$ cat config.mk
export PLATFORM = sky130hd
export DESIGN_NAME = alu_seq
export DESIGN_NICKNAME = d
export VERILOG_FILES = /design/src/rtl/alu_seq_pkg.sv /design/src/rtl/alu_seq_regfile.sv /design/src/rtl/alu_seq.sv
export SDC_FILE = /design/constraint.sdc
export NUM_CORES = 1
export LEC_CHECK = 0
export CORE_ASPECT_RATIO = 0.7
export CORE_MARGIN = 2
export CORE_UTILIZATION = 54
export CTS_BUF_LIST = sky130_fd_sc_hd__clkbuf_4 sky130_fd_sc_hd__clkbuf_8 sky130_fd_sc_hd__clkbuf_16
export DETAILED_ROUTE_END_ITERATION = 10
export PLACE_DENSITY = 0.85
export SYNTH_ARGS = -nofsm -noshare
export SYNTH_HDL_FRONTEND = slang
export SYNTH_SLANG_ARGS = --single-unit
$ cat constraint.sdc
create_clock -name clk -period 3.4 [get_ports clk]
set_clock_uncertainty 0.1 [all_clocks]
set_input_delay 0.68 -clock clk [delete_from_list [all_inputs] [get_ports clk]]
set_output_delay 0.68 -clock clk [all_outputs]
set_load 0.005 [all_outputs]
$ cat src/rtl/alu_seq_pkg.sv
// alu_seq shared definitions: FSM states, ALU opcodes and instruction layout.
// Instruction word is {op, rd, rs1, rs2} with op in the MSBs.
package alu_seq_pkg;

    typedef enum logic [1:0] {
        IDLE = 2'd0,
        EXEC = 2'd1,
        WB   = 2'd2
    } state_t;

    localparam logic [1:0] OP_ADD  = 2'b00;
    localparam logic [1:0] OP_SUB  = 2'b01;
    localparam logic [1:0] OP_SHL  = 2'b10;
    localparam logic [1:0] OP_NAND = 2'b11;

    localparam int OP_W = 2;

    function automatic int instr_w(input int addr_w);
        return OP_W + 3 * addr_w;
    endfunction

    function automatic int op_lsb(input int addr_w);
        return 3 * addr_w;
    endfunction

    function automatic int rd_lsb(input int addr_w);
        return 2 * addr_w;
    endfunction

    function automatic int rs1_lsb(input int addr_w);
        return addr_w;
    endfunction

    function automatic int rs2_lsb(input int addr_w);
        return 0;
    endfunction

endpackage

$ cat src/rtl/alu_seq_regfile.sv
// Register file for alu_seq: two captured read ports, one muxed write
// port (write-back over external), one combinational debug read port.
module alu_seq_regfile #(
    parameter int DATA_W = 4,
    parameter int ADDR_W = 2
) (
    input  logic              clk,
    input  logic              reset,
    input  logic              cap_en,
    input  logic [ADDR_W-1:0] ra1,
    input  logic [ADDR_W-1:0] ra2,
    output logic [DATA_W-1:0] q1,
    output logic [DATA_W-1:0] q2,
    input  logic              ext_en,
    input  logic [ADDR_W-1:0] ext_addr,
    input  logic [DATA_W-1:0] ext_data,
    input  logic              wb_en,
    input  logic [ADDR_W-1:0] wb_addr,
    input  logic [DATA_W-1:0] wb_data,
    input  logic [ADDR_W-1:0] dbg_addr,
    output logic [DATA_W-1:0] dbg_data
);

    localparam int DEPTH = 1 << ADDR_W;

    logic [DATA_W-1:0] rf [DEPTH];
    logic [DATA_W-1:0] rd1;
    logic [DATA_W-1:0] rd2;

    // A write-back landing on the accept edge is forwarded so a dependent
    // instruction issued back-to-back sees the new value.
    always_comb begin
        rd1 = rf[ra1];
        rd2 = rf[ra2];
        if (wb_en && wb_addr == ra1) rd1 = wb_data;
        if (wb_en && wb_addr == ra2) rd2 = wb_data;
    end

    always_ff @(posedge clk or posedge reset) begin
        if (reset) begin
            for (int i = 0; i < DEPTH; i++) rf[i] <= '0;
            q1 <= '0;
            q2 <= '0;
        end else begin
            if (cap_en) begin
                q1 <= rd1;
                q2 <= rd2;
            end
            if (wb_en)       rf[wb_addr]  <= wb_data;
            else if (ext_en) rf[ext_addr] <= ext_data;
        end
    end

    assign dbg_data = rf[dbg_addr];

endmodule

$ cat src/rtl/alu_seq.sv
// Issue stage for the 4-bit ALU: accept, operand read, capture, write-back.
// Optional ALU_SEQ_ZF_EN adds a captured zero flag output res_zf.
module alu_seq
    import alu_seq_pkg::*;
#(
    parameter int DATA_W = 4,
    parameter int ADDR_W = 2
) (
    input  logic                          clk,
    input  logic                          reset,
    input  logic                          in_valid,
    output logic                          in_ready,
    input  logic [2+3*ADDR_W-1:0]         in_instr,
    input  logic                          wr_en,
    input  logic [ADDR_W-1:0]             wr_addr,
    input  logic [DATA_W-1:0]             wr_data,
    output logic [DATA_W-1:0]             alu_a,
    output logic [DATA_W-1:0]             alu_b,
    output logic [1:0]                    alu_op,
    input  logic [DATA_W-1:0]             alu_r,
    input  logic                          alu_cf,
    output logic                          res_valid,
    output logic [DATA_W-1:0]             res_data,
    output logic                          res_cf,
`ifdef ALU_SEQ_ZF_EN
    output logic                          res_zf,
`endif
    output logic [ADDR_W-1:0]             res_rd,
    input  logic [ADDR_W-1:0]             dbg_addr,
    output logic [DATA_W-1:0]             dbg_data
);

    localparam int OP_LO  = op_lsb(ADDR_W);
    localparam int RD_LO  = rd_lsb(ADDR_W);
    localparam int RS1_LO = rs1_lsb(ADDR_W);
    localparam int RS2_LO = rs2_lsb(ADDR_W);

    state_t state;
    state_t state_nx;

    logic              accept;
    logic              ext_en;
    logic [1:0]        f_op;
    logic [ADDR_W-1:0] f_rd;
    logic [ADDR_W-1:0] f_rs1;
    logic [ADDR_W-1:0] f_rs2;
    logic [ADDR_W-1:0] rd_q;

    assign f_op  = in_instr[OP_LO +: OP_W];
    assign f_rd  = in_instr[RD_LO +: ADDR_W];
    assign f_rs1 = in_instr[RS1_LO +: ADDR_W];
    assign f_rs2 = in_instr[RS2_LO +: ADDR_W];

    assign in_ready = (state == IDLE);
    assign accept   = in_ready && in_valid;
    assign ext_en   = wr_en && (state == IDLE);

    always_ff @(posedge clk or posedge reset) begin
        if (reset) state <= IDLE;
        else       state <= state_nx;
    end

    always_comb begin
        state_nx = state;
        unique case (state)
            IDLE:    if (in_valid) state_nx = EXEC;
            EXEC:    state_nx = WB;
            WB:      state_nx = IDLE;
            default: state_nx = IDLE;
        endcase
    end

    always_ff @(posedge clk or posedge reset) begin
        if (reset) begin
            alu_op    <= '0;
            rd_q      <= '0;
            res_data  <= '0;
            res_cf    <= 1'b0;
            res_rd    <= '0;
            res_valid <= 1'b0;
        end else begin
            if (accept) begin
                alu_op <= f_op;
                rd_q   <= f_rd;
            end
            if (state == EXEC) begin
                res_data <= alu_r;
                res_cf   <= alu_cf;
                res_rd   <= rd_q;
            end
            res_valid <= (state == WB);
        end
    end

`ifdef ALU_SEQ_ZF_EN
    always_ff @(posedge clk or posedge reset) begin
        if (reset)               res_zf <= 1'b0;
        else if (state == EXEC)  res_zf <= (alu_r == '0);
    end
`endif

    // Write-back occupies the strobe cycle; a same-cycle external write
    // loses the single write port.
    alu_seq_regfile #(
        .DATA_W (DATA_W),
        .ADDR_W (ADDR_W)
    ) u_rf (
        .clk      (clk),
        .reset    (reset),
        .cap_en   (accept),
        .ra1      (f_rs1),
        .ra2      (f_rs2),
        .q1       (alu_a),
        .q2       (alu_b),
        .ext_en   (ext_en),
        .ext_addr (wr_addr),
        .ext_data (wr_data),
        .wb_en    (res_valid),
        .wb_addr  (res_rd),
        .wb_data  (res_data),
        .dbg_addr (dbg_addr),
        .dbg_data (dbg_data)
    );

endmodule
==> impl_metrics.env, run 1 <==
export IMPL_outcome="complete, no violations"
export IMPL_powerDensity_nw_per_um2=797.4
export IMPL_drv_cap=0
export IMPL_place_hpwl_um=3870
export IMPL_synth_seq_cells=38
export IMPL_synth_most_common_cell="dfrtp_1"
export IMPL_vias_per_cell=6.388
export IMPL_h_tree_depth=2
export IMPL_globalplace_congestion=0.9112
export IMPL_drv_slew=0
export IMPL_cts_num_sinks=38
export IMPL_crit_top_cell="clkdlybuf4s50_1"
export IMPL_cts_tree="built"
export IMPL_clk_path_buf_depth=2
export IMPL_cts_resized_gates=0
export IMPL_setup_viol_count_final=0
export IMPL_r2r_start="res_valid"
export IMPL_yosys_area_top_type="dfrtp_1"
export IMPL_hold_depth=2
export IMPL_synth_nets=221
export IMPL_startpoint="dbg_addr[0]"
export IMPL_synth_area_top_cells="dfrtp_1, mux4_2, a31oi_1"
export IMPL_antenna_diode_count=0
export IMPL_grt_usage_pct=26.74
export IMPL_cp_slowest_stage_delay_ps=620
export IMPL_syn_inst=196
export IMPL_cp_required_ps=2620
export IMPL_io_pins=48
export IMPL_rr_worst_depth=3
export IMPL_worstHoldStart="rd_q[1]"
export IMPL_ant_nets=0
export IMPL_peakVddDrop_mv=0.4069
export IMPL_synth_top_family_by_area="simple AND/OR/NAND/NOR gates"
export IMPL_port_buffers=47
export IMPL_mappedNetlistArea_um2=2111
export IMPL_cp_start_kind="primary input"
export IMPL_cts_buffers=5
export IMPL_antenna_found_initial=0
export IMPL_synth_xor_area_share_pct=3.320
export IMPL_cp_cell_sequence="clkdlybuf4s50_1 > mux4_2 > clkdlybuf4s50_1"
export IMPL_crit_slowest_cell="clkdlybuf4s50_1"
export IMPL_dr_pass1_iters=5
export IMPL_regArea_um2=950.9
export IMPL_drtIter0Drc=259
export IMPL_dieWidth_um=78.73
export IMPL_core_um2=3626
export IMPL_drc=0
export IMPL_synth_edf_count=0
export IMPL_criticalPathCategory="primary input to output port"
export IMPL_async_flop_share_pct=100.0
export IMPL_clock_latency_ps=290
export IMPL_grt_pass1_vias=1776
export IMPL_yosys_area_share_simple_pct=19.21
export IMPL_hold_class="flop to flop"
export IMPL_total_leakage_power_nw=1.067
export IMPL_netlist_area_leader_share_pct=45.05
export IMPL_holdPathEnd="res_rd[1]"
export IMPL_grt_ovfl_total=0
export IMPL_final_nets=265
export IMPL_synth_main_ff_cell="dfrtp_1"
export IMPL_grt_start_max_net_pins=39
export IMPL_start_util_pct=58.21
export IMPL_clk_pin_slew_worst_paths_ps=70
export IMPL_drt_wl_total_um=5526
export IMPL_yosysWarnings=0
export IMPL_synth_compound_area_share_pct=14.52
export IMPL_cp_max_fo=4
export IMPL_synthAdderAreaFrac_pct=0
export IMPL_relSlewSlack_pct=62.59
export IMPL_cts_setup_buffers=0
export IMPL_routedWlPerCell_um=18.99
export IMPL_cp_top_family="buffers and inverters"
export IMPL_muxShareOfSynthArea_pct=14.94
export IMPL_ff2ff_setup_slack_ps=1580
export IMPL_die_area_um2=4433
export IMPL_syn_area_per_cell_um2=10.77
export IMPL_ys_seq_area_share_pct=45.05
export IMPL_fmax_ghz=0.3257
export IMPL_drive_above_1_share_pct=16.60
export IMPL_synth_cell_type_count=30
export IMPL_grt_pass1_wl_um=8901
export IMPL_hold_violations=0
export IMPL_post_route_min_period_ps=3070
export IMPL_cts_root_buf="clkbuf_8"
export IMPL_num_fill_cells=264
export IMPL_areaGrowthSynthToFinish_pct=30.53
export IMPL_cp_arrival_ps=2290
export IMPL_reg2reg_to="u_rf.rf[14]"
export IMPL_rsz0062_at_grt="false"
export IMPL_multiInputGateArea_um2=1102
export IMPL_synthTopCellsByCount="dfrtp_1, nand2_1, nor2_1"
export IMPL_dr_total_vias=1859
export IMPL_finalCritPeriodShare_pct=90.30
export IMPL_path_buf_inv=2
export IMPL_rows=18
export IMPL_fin_tns_setup_ps=0
export IMPL_end_kind="output port"
export IMPL_holdBufCountCts=0
export IMPL_die_h_um=56.31
export IMPL_holdWs_ps=374.9
export IMPL_tightest_slew_ps=553.4
[placed cells by master (no fill, tap or decap), types with 5 or more instances in the layout]
cell type        instances
clkdlybuf4s50_1         47
dfrtp_1                 38
nand2_1                 22
nor2_1                  18
a31oi_1                 16
nand4_1                 12
mux4_2                  12
o221a_2                  8
o21ai_0                  8
o31ai_1                  8
clkbuf_8                 6
nand2b_1                 5
nand3_1                  5
[state kept, by name (all words and copies together) (netlist names)]
register   count
rd_q           2
res_cf         1
u_rf.q2        4
alu_op         2
u_rf.q1        4
res_valid      1
state          2
res_data       4
u_rf.rf       16
res_rd         2
[worst reg2reg max path, cell delays in order, from the launching register on]
cell     delay (ps)
dfrtp_1         680
nor3b_1         550
a21o_1          210
o221a_2         220
[layer usage]
metal	vias to the layer above	track usage (%)	part of all wire, %
li1	839	-	-
met1	889	40.32	45
met2	114	37.61	43
met3	17	6.592	9.8
met4	0	9.524	1.9
met5	-	0	0
[cells by family (layout without fill, tap and decap cells)]
| family | Yosys count | in the layout |
|---|---|---|
| and+or+nand+nor | 77 | 77 |
| AOI/OAI and AO/OA | 42 | 42 |
| DFF | 38 | 38 |
| muxes | 16 | 16 |
| buffers and inverters | 15 | 60 |
| xor gates and xnor gates | 8 | 8 |
[power breakdown]
| part | switching (mW) | total (mW) | leakage, nW | internal [mW] |
|---|---|---|---|---|
| clock | 0.157 | 0.470 | 0.0714 | 0.313 |
| combinational | 0.296 | 0.808 | 0.553 | 0.512 |
| sequential | 0.279 | 0.919 | 0.443 | 0.640 |
| total | 0.732 | 2.20 | 1.07 | 1.46 |
[metrics by stage]
step,setup WS (ps),std cells,cell area [um^2],total power [mW],utilization [%]
after CTS,298.9,291,2755,2.187,75.98
after detailed placement,326.4,283,2613,1.714,72.05
after global placement,360.0,283,2613,1.684,72.05
after floorplan,1462,196,2111,1.288,-
after global routing,251.3,291,2755,2.315,75.98
final,329.8,291,2755,2.197,75.98
[final cells by class]
cell class / count / share of cell area [%]
Clock buffer: 6 / 2.997
Tap cell: 50 / 2.271
Multi-Input combinational cell: 143 / 40.01
Inverter: 3 / 0.4087
Sequential cell: 38 / 34.51
Timing Repair Buffer: 49 / 17.62
Clock inverter: 2 / 2.180
[how the worst max path moves through the flow]
stage	cells after the start	slack [ps]	endpoint
floorplan	1	1460	dbg_data[0]
global placement	3	360	dbg_data[1]
global route	3	250	dbg_data[2]
detailed placement	3	330	dbg_data[1]
finish	3	330	dbg_data[1]
CTS	3	300	dbg_data[2]
No activity file was read; power rests on OpenSTA's default activity.
==> inputs of run 2 (changes only) <==
--- a/config.mk
+++ b/config.mk
@@ -5,7 +5,7 @@
 export SDC_FILE = /design/constraint.sdc
 export NUM_CORES = 1
 export LEC_CHECK = 0
-export CORE_ASPECT_RATIO = 0.7
+export CORE_ASPECT_RATIO = 0.75
 export CORE_MARGIN = 2
 export CORE_UTILIZATION = 54
 export CTS_BUF_LIST = sky130_fd_sc_hd__clkbuf_4 sky130_fd_sc_hd__clkbuf_8 sky130_fd_sc_hd__clkbuf_16
==> impl_metrics.env, run 2 (same netlist as run 1, synthesis figures left out) <==
export IMPL_path_buf_inv=2
export IMPL_largest_register_ffs=16
export IMPL_clk_pin_slew_worst_paths_ps=70
export IMPL_crit_slowest_cell="clkdlybuf4s50_1"
export IMPL_drt_wl_total_um=5837
export IMPL_peakVddDrop_mv=0.5061
export IMPL_cp_arrival_ps=2280
export IMPL_drv_slew=0
export IMPL_dr_total_vias=1884
export IMPL_clk_path_buf_depth=2
export IMPL_globalplace_congestion=0.9103
export IMPL_hold_class="flop to flop"
export IMPL_top_register="u_rf.rf"
export IMPL_vias_per_cell=6.430
export IMPL_dr_pass1_iters=6
export IMPL_fin_tns_setup_ps=0
export IMPL_start_util_pct=56.92
export IMPL_num_fill_cells=284
export IMPL_end_kind="output port"
export IMPL_rsz0062_at_grt="false"
export IMPL_final_nets=265
export IMPL_grt_pass1_vias=1827
export IMPL_place_hpwl_um=4236
export IMPL_cp_slowest_stage_delay_ps=610
export IMPL_die_h_um=58.15
export IMPL_mostFrequentLayoutCells="clkdlybuf4s50_1, dfrtp_1, nand2_1"
export IMPL_p_clk_share_pct=15.4
export IMPL_cts_num_sinks=38
export IMPL_crit_top_cell="clkdlybuf4s50_1"
export IMPL_finalCritPeriodShare_pct=90.11
export IMPL_dp_slack_ps=324.1
export IMPL_cp_required_ps=2620
export IMPL_power_total_mw=2.066
export IMPL_rows=19
export IMPL_hold_violations=0
export IMPL_cts_resized_gates=0
export IMPL_io_pins=48
export IMPL_grt_usage_pct=28.21
export IMPL_drtIter0Drc=227
export IMPL_antenna_found_initial=0
export IMPL_fmax_ghz=0.3264
export IMPL_areaGrowthSynthToFinish_pct=28.39
export IMPL_cp_start_kind="primary input"
export IMPL_drc=0
export IMPL_pwr_share_seq_pct=44.6
export IMPL_grt_start_max_net_pins=39
export IMPL_setup_viol_count_final=0
export IMPL_drive_above_1_share_pct=16.60
export IMPL_cp_top_family="buffers and inverters"
export IMPL_cts_tree="built"
export IMPL_cts_root_buf="clkbuf_8"
export IMPL_ant_nets=0
export IMPL_combPwrFrac_pct=39.9
export IMPL_cp_max_fo=4
export IMPL_tightest_slew_ps=589.4
export IMPL_antenna_diode_count=0
export IMPL_port_buffers=47
export IMPL_powerDensity_nw_per_um2=762.2
export IMPL_holdBufCountCts=0
export IMPL_power_switching_mw=0.7416
export IMPL_criticalPathCategory="primary input to output port"
export IMPL_layout_setup_ws_ps=336.3
export IMPL_total_leakage_power_nw=1.047
export IMPL_p_sw_share_pct=35.90
export IMPL_h_tree_depth=2
export IMPL_dieWidth_um=76.19
export IMPL_routedWlPerCell_um=19.92
export IMPL_relSlewSlack_pct=60.15
export IMPL_core_um2=3709
export IMPL_drv_cap=0
export IMPL_cp_cell_sequence="clkdlybuf4s50_1 > mux4_2 > clkdlybuf4s50_1"
export IMPL_grt_ovfl_total=0
export IMPL_die_area_um2=4430
export IMPL_final_common_cell="clkdlybuf4s50_1"
export IMPL_cts_buffers=5
export IMPL_grt_pass1_wl_um=9280
export IMPL_outcome="complete, no violations"
export IMPL_internal_power_mw=1.324
export IMPL_post_route_min_period_ps=3064
export IMPL_cts_setup_buffers=0
export IMPL_clock_latency_ps=290
==> run 2: cell types whose count changed in the layout (fill, tap and decap cells not counted), sizes merged <==
| cell | delta |
|---|---|
| bufinv | -2 |
| clkinv | +1 |
| clkbuf | +1 |
==> run 2: worst reg2reg max path, cell delays in order, from the launching register on <==
cell and delay (ps):
dfrtp_1 680, nor3b_1 560, a21o_1 200, o221a_2 210
==> run 2: layout make-up <==
| class | count | area (um^2) | share of cell area (%) |
|---|---|---|---|
| Clock buffer | 7 | 90.09 | 3.324 |
| Tap cell | 52 | 65.06 | 2.401 |
| Clock inverter | 1 | 5.005 | 0.1847 |
| Timing Repair Buffer | 49 | 485.5 | 17.91 |
| Inverter | 3 | 11.26 | 0.4155 |
| Sequential cell | 38 | 950.9 | 35.09 |
| Multi-Input combinational cell | 143 | 1102 | 40.67 |
==> run 2: worst paths after layout <==
| path | start | end | slack (ps) | cells after the start |
|---|---|---|---|---|
| max | dbg_addr[0] | dbg_data[2] | 340 | 3 |
| min | rd_q[0] | res_rd[0] | 380 | 2 |
| max reg2reg | res_valid | u_rf.rf[13] | 1590 | 3 |
| min reg2reg | rd_q[0] | res_rd[0] | 380 | 2 |
| max in group asynchronous | reset | res_data[1] | 2150 | 3 |
| min in group asynchronous | reset | alu_op[1] | 710 | 3 |
==> run 2: power groups by stage <==
stage	sequential [mW]	combinational, mW	clock (mW)
after floorplan	0.780	0.508	0
after global placement	0.902	0.787	0
after detailed placement	0.916	0.824	0
after CTS	0.906	0.827	0.326
after global routing	0.941	0.886	0.344
final	0.922	0.825	0.319
==> run 2: metrics by stage <==
stage               utilization, %  hold slack, ps  std cells  instance area, um^2
finish                       73.08           375.2        293                 2710
floorplan                        -           334.8        196                 2111
global route                 73.08           416.7        293                 2710
detailed placement           70.51           360.1        285                 2615
global placement             70.51           346.6        285                 2615
CTS                          73.08           376.9        293                 2710
==> run 2: metal layers <==
| metal | part of all wire [%] | vias up | track usage (%) |
|---|---|---|---|
| met5 | 0 | - | 0 |
| met4 | 3.9 | 0 | 12.47 |
| met3 | 8.5 | 25 | 5.919 |
| met2 | 46 | 118 | 46.17 |
| met1 | 42 | 903 | 37.46 |
| li1 | - | 838 | - |
